--- config.mk ---
export PLATFORM = sky130hd
export DESIGN_NAME = seg_scan_decoder
export DESIGN_NICKNAME = d
export VERILOG_FILES = /design/src/rtl/seg_scan_decoder.sv
export SDC_FILE = /design/constraint.sdc
export NUM_CORES = 1
export LEC_CHECK = 0
export CAP_MARGIN = 20
export CORE_AREA = 2 2 76 78
export CTS_CLUSTER_SIZE = 25
export DETAILED_ROUTE_END_ITERATION = 16
export DIE_AREA = 0 0 78 80
export GPL_TIMING_DRIVEN = 1
export PLACE_DENSITY = 0.79
export SYNTH_ARGS = -nofsm -noshare
export SYNTH_HDL_FRONTEND = slang
export SYNTH_SLANG_ARGS = --single-unit
--- constraint.sdc ---
create_clock -name clk -period 5.6 [get_ports clk]
set_input_delay 1.12 -clock clk [delete_from_list [all_inputs] [get_ports clk]]
set_output_delay 1.12 -clock clk [all_outputs]
set_load 0.02 [all_outputs]
--- src/rtl/seg_scan_decoder.sv ---
// seg_scan_decoder
// ----------------
// Receiving end of a multiplexed 4-digit 7-segment display bus. The block
// watches the scanned {digit, seg} bus and waits until a digit slot has been
// stable for STABLE_CYCLES samples. It then decodes the segment pattern back
// into a hex nibble plus decimal point and assembles a 16-bit display word.
//
// Optional feature macro: SCAN_TIMEOUT_EN
//   When defined, a scan watchdog raises 'stall' and drops 'valid' if no
//   capture happens for TIMEOUT_CYCLES cycles. When undefined, 'stall' is
//   tied low and the watchdog logic is not built.
//
// Ports:
//   clk        in   system clock, rising edge
//   rst        in   asynchronous reset, active low
//   digit[3:0] in   scanned digit select (polarity set by DIG_ACTIVE_LOW)
//   seg[7:0]   in   scanned segments, seg[7]=dp, seg[6:0]=g..a (polarity SEG_ACTIVE_LOW)
//   value[15:0] out decoded word, nibble k belongs to digit k
//   dp[3:0]    out  decoded decimal point per digit
//   valid[3:0] out  legal glyph captured for that digit since reset/clear
//   frame_done out  one-cycle pulse after all four digits were captured
//   err        out  sticky: illegal glyph or multi-hot select seen
//   stall      out  scan watchdog flag
module seg_scan_decoder #(
  parameter int STABLE_CYCLES  = 4,
  parameter bit SEG_ACTIVE_LOW = 1'b1,
  parameter bit DIG_ACTIVE_LOW = 1'b1,
  parameter int TIMEOUT_CYCLES = 1000
) (
  input  logic        clk,
  input  logic        rst,
  input  logic [3:0]  digit,
  input  logic [7:0]  seg,
  output logic [15:0] value,
  output logic [3:0]  dp,
  output logic [3:0]  valid,
  output logic        frame_done,
  output logic        err,
  output logic        stall
);

  typedef enum logic {SEEK, HOLD} state_t;

  localparam logic [7:0] STABLE   = 8'(STABLE_CYCLES);
  // Reset the input register to the "nothing selected, nothing lit" bus so
  // the first real sample after reset is seen as a change.
  localparam logic [3:0] DIG_IDLE = DIG_ACTIVE_LOW ? 4'hF : 4'h0;
  localparam logic [7:0] SEG_IDLE = SEG_ACTIVE_LOW ? 8'hFF : 8'h00;

  state_t      state, state_next;
  logic [3:0]  digit_q;
  logic [7:0]  seg_q;
  logic [3:0]  sel, prev_sel;
  logic [7:0]  pat, prev_pat;
  logic        changed;
  logic [7:0]  cnt, cnt_next;
  logic        stable_now;
  logic        fresh;
  logic        sel_onehot, sel_multi;
  logic        capture, sel_fault;
  logic [1:0]  slot;
  logic        glyph_hit, glyph_blank;
  logic [3:0]  glyph_nib;
  logic [3:0]  mask, mask_next;

  // Glyph table lookup; returns {hit, nibble}.
  function automatic logic [4:0] decode_glyph(input logic [6:0] g);
    logic [4:0] r;
    case (g)
      7'h3F:   r = {1'b1, 4'h0};
      7'h06:   r = {1'b1, 4'h1};
      7'h5B:   r = {1'b1, 4'h2};
      7'h4F:   r = {1'b1, 4'h3};
      7'h66:   r = {1'b1, 4'h4};
      7'h6D:   r = {1'b1, 4'h5};
      7'h7D:   r = {1'b1, 4'h6};
      7'h07:   r = {1'b1, 4'h7};
      7'h7F:   r = {1'b1, 4'h8};
      7'h6F:   r = {1'b1, 4'h9};
      7'h77:   r = {1'b1, 4'hA};
      7'h7C:   r = {1'b1, 4'hB};
      7'h39:   r = {1'b1, 4'hC};
      7'h5E:   r = {1'b1, 4'hD};
      7'h79:   r = {1'b1, 4'hE};
      7'h71:   r = {1'b1, 4'hF};
      default: r = 5'b0;
    endcase
    return r;
  endfunction

  // Single input register; polarity is normalised after it so all internal
  // logic sees active-high select and segments.
  always_ff @(posedge clk or negedge rst) begin
    if (!rst) begin
      digit_q <= DIG_IDLE;
      seg_q   <= SEG_IDLE;
    end else begin
      digit_q <= digit;
      seg_q   <= seg;
    end
  end

  assign sel = DIG_ACTIVE_LOW ? ~digit_q : digit_q;
  assign pat = SEG_ACTIVE_LOW ? ~seg_q : seg_q;

  // Previous sample and the run-length counter of identical samples.
  always_ff @(posedge clk or negedge rst) begin
    if (!rst) begin
      prev_sel <= 4'h0;
      prev_pat <= 8'h00;
      cnt      <= 8'd0;
    end else begin
      prev_sel <= sel;
      prev_pat <= pat;
      cnt      <= cnt_next;
    end
  end

  assign changed = ({sel, pat} != {prev_sel, prev_pat});

  // The capture decision looks at the count this edge will produce, so the
  // result appears exactly STABLE_CYCLES edges after the bus is registered.
  always_comb begin
    if (changed)
      cnt_next = 8'd1;
    else if (cnt >= STABLE)
      cnt_next = STABLE;
    else
      cnt_next = cnt + 8'd1;
  end

  assign stable_now = (cnt_next == STABLE);
  assign sel_onehot = $onehot(sel);
  assign sel_multi  = (sel != 4'h0) && !sel_onehot;
  // A sample may be acted on if we are seeking, or if it is brand new (only
  // possible when STABLE_CYCLES is 1 and the slot changes while in HOLD).
  assign fresh      = (state == SEEK) || changed;

  always_comb begin
    slot = 2'd0;
    for (int i = 0; i < 4; i++) begin
      if (sel[i]) slot = 2'(i);
    end
  end

  assign {glyph_hit, glyph_nib} = decode_glyph(pat[6:0]);
  assign glyph_blank            = (pat[6:0] == 7'h00);

  // FSM state register.
  always_ff @(posedge clk or negedge rst) begin
    if (!rst) state <= SEEK;
    else      state <= state_next;
  end

  // FSM next state: HOLD makes a long-held glyph capture only once.
  always_comb begin
    state_next = state;
    case (state)
      SEEK: if (capture) state_next = HOLD;
      HOLD: begin
        if (capture)      state_next = HOLD;
        else if (changed) state_next = SEEK;
      end
      default: state_next = SEEK;
    endcase
  end

  // FSM outputs: capture strobe and select-fault strobe.
  always_comb begin
    capture   = 1'b0;
    sel_fault = 1'b0;
    if (fresh && stable_now) begin
      capture   = sel_onehot;
      sel_fault = sel_multi;
    end
  end

`ifdef SCAN_TIMEOUT_EN
  localparam int               WD_W     = (TIMEOUT_CYCLES > 1) ? $clog2(TIMEOUT_CYCLES + 1) : 1;
  localparam logic [WD_W-1:0]  WD_LIMIT = WD_W'(TIMEOUT_CYCLES);

  logic [WD_W-1:0] wd_cnt;
  logic            wd_fire;

  // Fires on the edge where the cycles-since-capture count reaches the limit.
  assign wd_fire = !capture && (wd_cnt != WD_LIMIT) && ((wd_cnt + WD_W'(1)) == WD_LIMIT);

  always_ff @(posedge clk or negedge rst) begin
    if (!rst) begin
      wd_cnt <= '0;
      stall  <= 1'b0;
    end else if (capture) begin
      wd_cnt <= '0;
      stall  <= 1'b0;
    end else begin
      if (wd_cnt != WD_LIMIT) wd_cnt <= wd_cnt + WD_W'(1);
      if (wd_fire)            stall  <= 1'b1;
    end
  end
`else
  logic [31:0] timeout_unused;
  assign timeout_unused = TIMEOUT_CYCLES;
  assign stall          = 1'b0;
`endif

  // Capture mask: a full mask is cleared on the next edge (frame boundary);
  // blanks count toward the frame, illegal glyphs do not.
  always_comb begin
    mask_next = (mask == 4'hF) ? 4'h0 : mask;
    if (capture && (glyph_blank || glyph_hit)) mask_next[slot] = 1'b1;
`ifdef SCAN_TIMEOUT_EN
    if (wd_fire) mask_next = 4'h0;
`endif
  end

  // Output datapath: decoded word, decimal points, valid flags and errors.
  always_ff @(posedge clk or negedge rst) begin
    if (!rst) begin
      value      <= 16'h0000;
      dp         <= 4'h0;
      valid      <= 4'h0;
      mask       <= 4'h0;
      frame_done <= 1'b0;
      err        <= 1'b0;
    end else begin
      mask       <= mask_next;
      frame_done <= (mask == 4'hF);
      if (sel_fault) err <= 1'b1;
      if (capture) begin
        if (glyph_blank) begin
          valid[slot] <= 1'b0;
        end else if (glyph_hit) begin
          value[{slot, 2'b00} +: 4] <= glyph_nib;
          dp[slot]                  <= pat[7];
          valid[slot]               <= 1'b1;
        end else begin
          err         <= 1'b1;
          valid[slot] <= 1'b0;
        end
      end
`ifdef SCAN_TIMEOUT_EN
      if (wd_fire) valid <= 4'h0;
`endif
    end
  end

endmodule

==> results summary <==
The flow ran to the end, and the final reports show no timing, DRC or antenna violations. Entering global routing, the biggest net connects 64 pins. The maximum level of the CTS H-tree came out at 3. The source-to-sink clock delay at the later pin of the worst-skew pair is 340 ps. The clock tree from TritonCTS is built.

The die span in x is 78 µm. The clock input transition at the sequential cells of the worst setup and hold paths is 70 ps. In the final layout, the share of cells above drive strength 1 is 23.0%. The maximum net fanout on the critical path came out at 9. The power spent charging and discharging nets came out at 0.227 mW. In this run the worst hold path is classified as reg -> reg.

The clock network fraction of design power is 44.5%. The worst pin sits at a relative slew slack of 42.6%. The overall routing resource usage is between 10% and 20%. The first global-routing pass estimated 9.18 mm of wire. Walking the worst path, the cells encountered are fa_1 > inv_1 > ha_1 > ha_1 > nor2_1 > nand2_1 > nor3_1 > nand4_1 > nor2b_2 > mux2_4. The cell with the largest stage delay on the worst path is dfstp_2. Overall power consumption after layout is estimated at roughly 0.98 mW. In the final routed layout, each cell accounts on average for 15.9 µm.

For this run, the slowest stage of the critical path takes 640 ps. Yosys printed 0 warnings. The hold violation total from the final report is 0. The number of detailed-routing iterations run before antenna repair came out at 5.

After the last flow step, the layout net total stands at 293. Of the total power, registers draw 49.6%. The initial antenna violation count is 0. Derived from the worst setup path, the maximum achievable clock frequency is 342 MHz. For this configuration, the core starts out at a cell density of 53.1%. At the worst endpoint, the required time is 5830 ps.

The root buffer selected by CTS is clkbuf_8. The number of buffers inserted by port buffering came out at 39. The top-area cell type share of the netlist area is 44.5%. The internal cell power is 0.756 mW.

The final RePlAce weighted congestion is 0.782. The cts-stage hold buffer count came out at 0. After legalization and detailed placement, the total HPWL measured 3.71 mm.

The combinational group share of total power is 5.9%. In this run the mean area of a mapped cell was 12.6 µm². STA classifies the critical path startpoint as a flip-flop. The count of cell types in the netlist is 50. The total congestion overflow came out at 0.

The number of global-route vias before repair is 1,907. The wire length reported by the detailed router is 5.55 mm. The number of filler instances in the final layout came out at 449.

The worst setup path category is reg -> reg. The maximum clock skew at final layout is around 12 ps. The height of the die is around 80 µm. The final total negative setup slack came out at 0 ps. The cell taking the most area after synthesis is dfrtp_1.

Gates resized during post-CTS repair numbered 0. The most used flip-flop cell after synthesis is dfrtp_1. The signal arrival time at the worst endpoint is 3150 ps. By area the synthesized netlist is led by dfrtp_1 44%, dfstp_2 11%, mux2_2 5.9%, xor2_1 4.0%, mux2_4 2.6%.

The final number of max-transition violations is 0. Synthesis inferred 63 register bits. Setup violations remaining at the end of the flow were counted as 0. The antenna diode instance count is 0. 41 I/O pins were placed. The number of flops mapped to enable cells by yosys is 0. The region available for standard cell placement spans 5410 µm². The share of total power consumed by net switching is 23.1%.

STA classifies the critical path endpoint as a flip-flop. The cell that appears most often on the critical path is ha_1. The total vias in the final route came out at 1,892. Setup repair after global routing left no endpoint under its margin. The routed via count divided by cell count is between 5 and 6. The maximum vdd drop is between 0.15 and 0.2 mV. After layout, the worst path uses 52.2% of the clock period.

Counting flops with an async set or reset pin after synthesis yields a share of 100%. The synthesis-to-finish area growth came out at 21.6%. The number of antenna-violating nets in the routed design came out at 0. The multi-input gate area in the final layout is 1120 µm². The die area came out at 6240 µm². Counting along the longest clock path gives a buffer depth of 2. For the pin with the worst max-slew slack, the measured transition is 849 ps. Summing the sequential cell areas from Yosys gives roughly 55% of the chip area. The CTS sink count came out at 63. The first routing iteration left 111 violations. The post-CTS setup-driven buffer insertion count came out at 0. In the synthesized netlist, the number of instances is 227. The synthesized netlist occupies a cell area of 2870 µm². For this design the ratio of total power to cell area is 282 nW/µm². The register cell area after layout is 1590 µm². The reported leakage power is 1.62 nW. The total clock buffers created by CTS is 9. After detailed routing, the number of remaining DRC violations is 0. In this run the core area contains 27 standard-cell rows. The total of max-cap violations is 0. The final critical delay including setup and external delays is 2930 ps.
## registers in the layout, indices dropped and copies added, names as in the netlist, named ones only
signal	count
prev_pat	8
seg_q	8
prev_sel	4
digit_q	4
cnt	8
err	1
mask	4
frame_done	1
value	16
dp	4
state	1
## synthesized netlist by cell type (3+ instances only)
cell type,instances
a21oi_1,4
a31oi_1,3
buf_6,5
dfrtp_1,51
dfstp_2,12
ha_1,5
inv_1,19
mux2_2,15
mux2_4,5
nand2_1,14
nand3_1,4
nand4_1,10
nor2_1,9
nor3_1,7
o21ai_0,5
o31ai_1,3
xor2_1,13
## worst max-delay path, delay by kind of cell, from the launching register on
kind	cells	cell delay, ps
fa+ha+maj	3	790
mux	1	340
buf+inv	1	60
simple gates	5	980
flops	1	640
## path summary, 6_finish.rpt
path	startpoint	to	slack, ps	depth (start not counted)
setup / recovery	digit_q[3]	value[9]	2670	10
hold / removal	err	err	470	1
setup reg to reg	digit_q[3]	value[9]	2670	10
hold reg to reg	err	err	470	1
max in group asynchronous	rst	value[14]	4140	2
min in group asynchronous	rst	prev_sel[2]	950	2
## power by group through the flow
stage | clock network, mW | logic [mW] | registers, mW
finish | 0.437 | 0.0582 | 0.487
global route | 0.461 | 0.0656 | 0.490
CTS | 0.444 | 0.0590 | 0.487
detailed placement | 0 | 0.0584 | 0.495
global placement | 0 | 0.0568 | 0.494
floorplan | 0 | 0.0445 | 0.485
## routing by layer
metal | share of wire (%) | vias up | wire length [µm] | global-route usage, %
met4 | 1.7 | 0 | 96 | 9.12
met2 | 49 | 49 | 2750 | 30.4
met5 | 0 | - | 0 | 0
met3 | 4.7 | 11 | 261 | 4.86
met1 | 44 | 947 | 2440 | 25.2
li1 | - | 885 | - | -
## cells by family after synthesis
group	synth area share (%)
XOR/XNOR	4.27
flip-flops	55.5
multiplexers	8.90
AO/OA/AOI/OAI	6.11
other	0.131
AND/OR/NAND/NOR	16.1
adder cells (fa/ha/maj)	2.88
buffers and inverters	6.11
## per-stage QoR
stage	setup slack, ps	area, µm²	cells	hold slack (ps)	util, %
after CTS	2670	3490	350	475	64.5
final	2670	3490	350	468	64.5
after global placement	2740	3270	334	449	60.4
after floorplan	2980	2890	232	444	-
after detailed placement	2680	3270	334	457	60.4
after global routing	2440	3490	350	483	64.5
## area by class of cell
| class | instances | area share [%] |
|---|---|---|
| clock buffers | 10 | 3.95 |
| repair buffers | 40 | 11.3 |
| well taps | 72 | 2.58 |
| flip-flops and latches | 63 | 45.6 |
| clock inverters | 6 | 2.40 |
| inverters | 19 | 2.04 |
| multi-input cells | 140 | 32.1 |
## layout by cell type (no fill, tap or decap), drive strengths merged, types with 4 or more instances in the layout
cell type	instances
a21oi	4
clkbuf	10
clkdlybuf4s50	38
clkinv	4
conb	6
dfrtp	51
dfstp	12
ha	5
inv	19
mux2	21
nand2	14
nand3	4
nand4	13
nor2	9
nor3	9
o21ai	5
xor2	13
(Power assumes the default switching activity.)
